File: config.mk
export PLATFORM = sky130hd
export DESIGN_NAME = pps_reg_responder
export DESIGN_NICKNAME = d
export VERILOG_FILES = /design/src/rtl/pps_reg_responder.sv
export SDC_FILE = /design/constraint.sdc
export NUM_CORES = 1
export LEC_CHECK = 0
export CAP_MARGIN = 20
export CORE_MARGIN = 3
export CORE_UTILIZATION = 49
export DETAILED_ROUTE_END_ITERATION = 8
export PLACE_DENSITY = 0.87
export SYNTH_ARGS = -nofsm -noshare
export SYNTH_HDL_FRONTEND = slang
export SYNTH_SLANG_ARGS = --single-unit
File: constraint.sdc
create_clock -name clk_pps -period 3.16 [get_ports clk_pps]
set_clock_uncertainty 0.1 [all_clocks]
set_input_delay 0.632 -clock clk_pps [delete_from_list [all_inputs] [get_ports clk_pps]]
set_output_delay 0.632 -clock clk_pps [all_outputs]
set_load 0.02 [all_outputs]
File: src/rtl/pps_reg_responder.sv
`default_nettype none
// ============================================================================
// Module      : pps_reg_responder
// Description : clk_pps-side register responder. Pops {is_write, addr, data}
//               commands from the to_pps FIFO, applies writes to the timer
//               configuration registers and pushes one result word per read
//               into the from_pps FIFO. Reads of the low timestamp halves
//               snapshot the matching high halves into shadow registers.
// Revision    : 1.0 - initial release
// ============================================================================
module pps_reg_responder #(
    parameter logic [31:0] ACCUM_INCR_RST = 32'h0000_0000,
    parameter logic [31:0] PPS_COUNT_RST  = 32'd120_000_000,
    parameter logic [31:0] TIME_INCR_VAL  = 32'd10
) (
    input  logic        clk_pps,
    input  logic        reset,
    input  logic [35:0] data_to_pps,
    input  logic        to_pps_empty,
    output logic        to_pps_rd_en,
    output logic [31:0] data_from_pps,
    input  logic        from_pps_full,
    output logic        from_pps_wr_en,
    input  logic [63:0] time_stamp,
    input  logic [63:0] event_stamp,
    output logic [31:0] accum_incr,
    output logic [31:0] pps_count,
    output logic [31:0] time_incr,
    output logic [2:0]  cfg_wr_stb
);

    localparam logic [2:0] c_ADDR_TIME_LO  = 3'd0;
    localparam logic [2:0] c_ADDR_TIME_HI  = 3'd1;
    localparam logic [2:0] c_ADDR_ACCUM    = 3'd2;
    localparam logic [2:0] c_ADDR_PPS_CNT  = 3'd3;
    localparam logic [2:0] c_ADDR_TIME_INC = 3'd4;
    localparam logic [2:0] c_ADDR_EVT_LO   = 3'd5;
    localparam logic [2:0] c_ADDR_EVT_HI   = 3'd6;

    typedef enum logic [2:0] {
        S_IDLE      = 3'd0,
        S_POP       = 3'd1,
        S_DECODE    = 3'd2,
        S_PUSH      = 3'd3,
        S_PUSH_DONE = 3'd4
    } state_t;

    state_t      r_state;
    logic        r_rd_en;
    logic        r_wr_en;
    logic [31:0] r_rd_data;
    logic [31:0] r_accum_incr;
    logic [31:0] r_pps_count;
    logic [31:0] r_time_incr;
    logic [2:0]  r_cfg_wr_stb;
    logic [31:0] r_time_hi_shadow;
    logic [31:0] r_event_hi_shadow;

    // Command word fields; only meaningful while in S_DECODE
    logic        w_is_write;
    logic [2:0]  w_addr;
    logic [31:0] w_data;
    logic [31:0] w_rd_val;

    assign w_is_write = data_to_pps[35];
    assign w_addr     = data_to_pps[34:32];
    assign w_data     = data_to_pps[31:0];

    // Read-data mux over the address map; unmapped address returns zero
    always_comb begin
        w_rd_val = 32'h0;
        case (w_addr)
            c_ADDR_TIME_LO:  w_rd_val = time_stamp[31:0];
            c_ADDR_TIME_HI:  w_rd_val = r_time_hi_shadow;
            c_ADDR_ACCUM:    w_rd_val = r_accum_incr;
            c_ADDR_PPS_CNT:  w_rd_val = r_pps_count;
            c_ADDR_TIME_INC: w_rd_val = r_time_incr;
            c_ADDR_EVT_LO:   w_rd_val = event_stamp[31:0];
            c_ADDR_EVT_HI:   w_rd_val = r_event_hi_shadow;
            default:         w_rd_val = 32'h0;
        endcase
    end

    // Command sequencer: pop, decode, apply write or produce and push a result
    always_ff @(posedge clk_pps) begin
        if (reset) begin
            r_state           <= S_IDLE;
            r_rd_en           <= 1'b0;
            r_wr_en           <= 1'b0;
            r_rd_data         <= 32'h0;
            r_accum_incr      <= ACCUM_INCR_RST;
            r_pps_count       <= PPS_COUNT_RST;
            r_time_incr       <= TIME_INCR_VAL;
            r_cfg_wr_stb      <= 3'b000;
            r_time_hi_shadow  <= 32'h0;
            r_event_hi_shadow <= 32'h0;
        end else begin
            // Strobes are single-cycle pulses unless re-armed in S_DECODE
            r_cfg_wr_stb <= 3'b000;
            case (r_state)
                S_IDLE: begin
                    if (!to_pps_empty) begin
                        r_rd_en <= 1'b1;
                        r_state <= S_POP;
                    end
                end
                S_POP: begin
                    // FIFO presents the popped word on its Q after this edge
                    r_rd_en <= 1'b0;
                    r_state <= S_DECODE;
                end
                S_DECODE: begin
                    if (w_is_write) begin
                        case (w_addr)
                            c_ADDR_ACCUM: begin
                                r_accum_incr <= w_data;
                                r_cfg_wr_stb <= 3'b001;
                            end
                            c_ADDR_PPS_CNT: begin
                                r_pps_count  <= w_data;
                                r_cfg_wr_stb <= 3'b010;
                            end
                            c_ADDR_TIME_INC: begin
                                r_time_incr  <= w_data;
                                r_cfg_wr_stb <= 3'b100;
                            end
                            default: begin
                                // Read-only or unmapped: write is dropped
                            end
                        endcase
                        r_state <= S_IDLE;
                    end else begin
                        r_rd_data <= w_rd_val;
                        // High half captured in the same cycle as the low half
                        if (w_addr == c_ADDR_TIME_LO) begin
                            r_time_hi_shadow <= time_stamp[63:32];
                        end
                        if (w_addr == c_ADDR_EVT_LO) begin
                            r_event_hi_shadow <= event_stamp[63:32];
                        end
                        r_state <= S_PUSH;
                    end
                end
                S_PUSH: begin
                    // Hold the result stable until the response FIFO has room
                    if (!from_pps_full) begin
                        r_wr_en <= 1'b1;
                        r_state <= S_PUSH_DONE;
                    end
                end
                S_PUSH_DONE: begin
                    r_wr_en <= 1'b0;
                    r_state <= S_IDLE;
                end
                default: begin
                    r_rd_en <= 1'b0;
                    r_wr_en <= 1'b0;
                    r_state <= S_IDLE;
                end
            endcase
        end
    end

    assign to_pps_rd_en   = r_rd_en;
    assign from_pps_wr_en = r_wr_en;
    assign data_from_pps  = r_rd_data;
    assign accum_incr     = r_accum_incr;
    assign pps_count      = r_pps_count;
    assign time_incr      = r_time_incr;
    assign cfg_wr_stb     = r_cfg_wr_stb;

endmodule
`default_nettype wire

# ---- Word level (Yosys, flattened, before mapping)
# Index checks and enable logic that the tools add are counted.
dict set report totals {
  out_inout_bits 133
  wordCells 50
  register_bits 200
}
dict set report op_classes {
  n_reduce_logical 14
  eq_ne 12
  bitwise_logic 4
  n_mux 10
}
# operator n
set ops {}
lappend ops {{one-hot mux 32 bit (7 select lines)} 1}
lappend ops {{AND reduction 3 bit} 5}
lappend ops {{equality test 3 x 2 -> 1 bit (second input constant)} 4}
lappend ops {{equality test 3 bit (second input constant)} 4}
lappend ops {{one-hot mux 3 bit (4 select lines)} 1}
lappend ops {{one-hot mux 3 bit (3 select lines)} 1}
lappend ops {{OR reduction 3 bit} 3}
lappend ops {{AND reduction 2 bit} 4}
lappend ops {{equality test 3 x 1 -> 1 bit (second input constant)} 2}
lappend ops {{logical NOT 3 bit} 2}
lappend ops {{2-to-1 mux 3 bit} 2}
lappend ops {{inequality test 2 bit (second input constant)} 2}
lappend ops {{inverter 1 bit} 4}
lappend ops {{one-hot mux 1 bit (2 select lines)} 2}
lappend ops {{2-to-1 mux 1 bit} 2}
lappend ops {{2-to-1 mux 2 bit} 1}

# ---- Logic depth before layout (Yosys ltp)
dict set report depth {
  ltp_word 4
  ltp_mapped 7
  depth_no_buf 4
}

# ---- Least setup slack after synthesis
# OpenSTA, ideal clock, no wires.
dict set report synth_path {
  path_kind {in2reg}
  startpoint {input data_to_pps[33]}
  endpoint {register r_rd_data[25], in the netlist data_from_pps[25]}
  setup_time_ps 117
  arrival_ps 2080
  path_stages 7
  t_required_ps 2943
  slack_ps 864
  cell_sequence {clkbuf_1 buf_2 buf_2 mux2_2 a32oi_1 o221ai_1 a22o_1}
}
dict set report synth_via {
  elab_chain_len 2
}
# element line_no
set synth_lines {}
lappend synth_lines {{start, declared} 18} ;# input logic [35:0] data_to_pps,
lappend synth_lines {{equality test 3 bit, or another cell as far along} 72} ;# case (w_addr)
lappend synth_lines {{one-hot mux 32 bit (7 select lines) (*)} 72}
lappend synth_lines {{end signal, assigned} 133} ;# r_rd_data <= w_rd_val;
lappend synth_lines {{end, declared} 51} ;# logic [31:0] r_rd_data;
# Every way passes the cells marked *; elsewhere a longest branch is shown, timed or not.
# A chain may end at the register's enable or synchronous reset.

# ---- Final worst setup path
dict set report layout_path {
  startpoint {input data_to_pps[34]}
  endpoint {register r_time_incr[21], in the netlist time_incr[21]}
}
dict set report layout_via {
  elab_chain_len 2
}
# element line_no
set layout_lines {}
lappend layout_lines {{equality test 3 bit} 114} ;# case (w_addr)
lappend layout_lines {{AND reduction 3 bit (no source line)} --}
lappend layout_lines {{end signal, assigned} 124} ;# r_time_incr <= w_data;
lappend layout_lines {{end, declared} 54} ;# logic [31:0] r_time_incr;
# No other way between the ends.

==> impl_metrics.toml <==
[synthesis]
synth_ff_type = "dfxtp_1"
synth_nets = 1202
synth_seq_cells = 200
synthCells = 1034
syn_area_mm2 = 0.00863
yosys_warnings = 0
ys_seq_area_share_pct = 46.4
synth.area.top_cells = "dfxtp_1 (46%), nand2_1 (15%), a21oi_1 (8.7%), mux2_2 (6.0%), clkbuf_1 (3.0%)"
synth_top_area_share_pct = 46.4
avgSynthCellArea_um2 = 8.34
postSynth.asyncResetShare_pct = 0
synth_edf_count = 0
ys_types = 36
yosysTopAreaCell = "dfxtp_1"

[clocking]
postCtsSetupRepairBufs = 0
clk_latency_ns = 0.44
holdBufCountCts = 0
cts_max_level = 4
clock_sinks = 200
clk_pin_slew_worst_paths_ns = 0.07
clockBufferDepth = 2
root_buffer = "clkbuf_16"
cts_tree = "done"
ctsResizeCount = 0
numCtsBuffers = 17

[floorplan]
initial_utilization_pct = 51.1
die_x_um = 139
rows = 47
ios = 301
die_area_mm2 = 0.0192
die_h_um = 139
core-area_mm2 = 0.0169

[worst_setup_path]
crit_start = "data_to_pps[34]"
crit_path_start_kind = "input port"
worstReg2RegStart = "r_state[1]$_SDFFE_PP0P_"
critical_path.endpoint_type = "flip-flop"
worstSetupPathType = "input port to flip-flop"
cp_data_required_time_ns = 3.42
path_max_fanout = 22
critical_path_arrival_ns = 2.72

[placement]
gp_congestion = 0.909
dpl.hpwl_um = 23700
numPortBuffers = 300
placed_area_mm2 = 0.0118
dp_slack_ns = 0.326

[timing]
tns_ns = 0
fmax_ghz = 0.407
fin_crit_ns = 2.46
slew_viol_final = 0
min_period_over_period_pct = 77.8
hold_viol = 0
fin_ws_ns = 0.702
rsz0062_at_grt = "false"
maxSlewHeadroom_pct = 24.7
finalSetupViolations = 0
tightest_slew_ns = 1.13

[final_layout]
layout_commonest_cell = "nand2_1"
final_nets = 1461
syn_to_final_growth_pct = 43.7
final_cell_mix = "nand2_1 (340), clkdlybuf4s50_1 (297), dfxtp_1 (200), a21oi_1 (150), mux2_2 (46)"
fillers = 1265
fin_area_mm2 = 0.0124
multi_input_area_mm2 = 0.00421
regArea_mm2 = 0.00400
drive_above_1_share_pct = 9.65

[pwr]
leakagePower_nw = 4.27
vdd_ir_drop_max_mv = 0.380
power_density_mw_per_mm2 = 435

[global_route]
grt_max_degree = 77
grt_overflow = 0
grt_pass1_wl_um = 51100
grt_util_all_layers_pct = 33.3
antenna_found_initial = 2
grt_pass1_vias = 8876

[min_path]
hp-start = "r_time_hi_shadow[4]$_SDFFE_PP0P_"
hold_path.class = "flip-flop to flip-flop"

[routing]
dr_wl_met2_um = 15300
drc = 0
via_per_inst = 5.95
avgRoutedWirePerCell_um = 21.8
met3_length_um = 3250
routed_wl_um = 33300
routedLengthMet1_um = 13500
first_iter_violations = 1055
top_layer = "met4"
ant_nets = 0
vias = 9087
drt-pass1-iter-count = 6

[outcome]
status = "complete, no violations"

[job]
drv_cap = 0
==> registers in the layout, indices dropped and copies added (netlist names) <==
signal             cells
accum_incr            32
time_incr             32
to_pps_rd_en           1
r_state                3
r_event_hi_shadow     32
data_from_pps         32
cfg_wr_stb             3
pps_count             32
from_pps_wr_en         1
r_time_hi_shadow      32
==> metrics by stage <==
stage | utilization (%) | total power, mW | hold slack (ns) | instances
after floorplan | - | 2.86 | 0.333 | 1034
after global placement | 69.9 | 3.20 | 0.338 | 1494
after detailed placement | 69.9 | 3.20 | 0.343 | 1494
after CTS | 73.4 | 5.40 | 0.353 | 1526
after global routing | 73.5 | 5.54 | 0.372 | 1528
final | 73.5 | 5.39 | 0.355 | 1528
==> critical path, stage by stage <==
cell and delay [ns]:
clkdlybuf4s50_1 0.59, buf_4 0.21, nor2b_1 0.45, and3_1 0.25, buf_4 0.33, nand2_1 0.10
a21oi_1 0.15
==> cell families (layout without fill, tap and decap cells) <==
family          Yosys count  count (layout)  synth area share (%)
simple gates            387             387                  18.6
other cells               0               2                     0
buf+inv                 100             372                  5.11
compound gates          284             284                  21.9
mux                      63              63                  7.98
flops                   200             200                  46.4
==> cell type report <==
class	instances	share of cell area, %
timing repair buffer	337	26.6
inverter	3	0.0908
tap	220	2.22
sequential	200	32.3
multi-input combinational	734	34.0
clock buffer	21	3.71
clock inverter	11	1.11
antenna	2	0.0404
==> cells in the mapped netlist, types with 3 or more instances <==
library cell	instances
clkbuf_1	69
a21oi_1	150
nor2_1	7
a221o_1	14
mux2_2	46
mux2i_1	17
a22oi_1	34
buf_2	22
a32o_1	14
and3_1	3
buf_6	4
nor3_1	3
o211ai_1	14
nand3_1	3
dfxtp_1	200
o221ai_1	18
nand2_1	340
a32oi_1	18
a22o_1	18
nor2b_1	7
nand3b_1	14
==> worst paths after layout <==
| kind | to | cells past startpoint | slack (ns) |
|---|---|---|---|
| worst max-delay path | time_incr[21]$_SDFFE_PP0P_ | 7 | 0.70 |
| worst max register to register | r_event_hi_shadow[25]$_SDFFE_PP0P_ | 5 | 0.87 |
| worst min register to register | r_time_hi_shadow[4]$_SDFFE_PP0P_ | 2 | 0.35 |
| worst min-delay path | r_time_hi_shadow[4]$_SDFFE_PP0P_ | 2 | 0.35 |
==> where the power goes <==
group | switching [mW] | leakage (nW) | total, mW | internal (mW)
Combinational | 0.290 | 2.37 | 0.602 | 0.312
Sequential | 0.0203 | 1.61 | 2.56 | 2.54
Clock | 1.00 | 0.289 | 2.23 | 1.23
Total | 1.31 | 4.27 | 5.39 | 4.08
==> metal layers <==
metal	global-route usage (%)	vias to the layer above
met5	0	-
met4	12.7	0
met3	7.66	80
met2	53.4	560
met1	43.9	4306
li1	-	4141
Power figures use the tool's default switching activity.
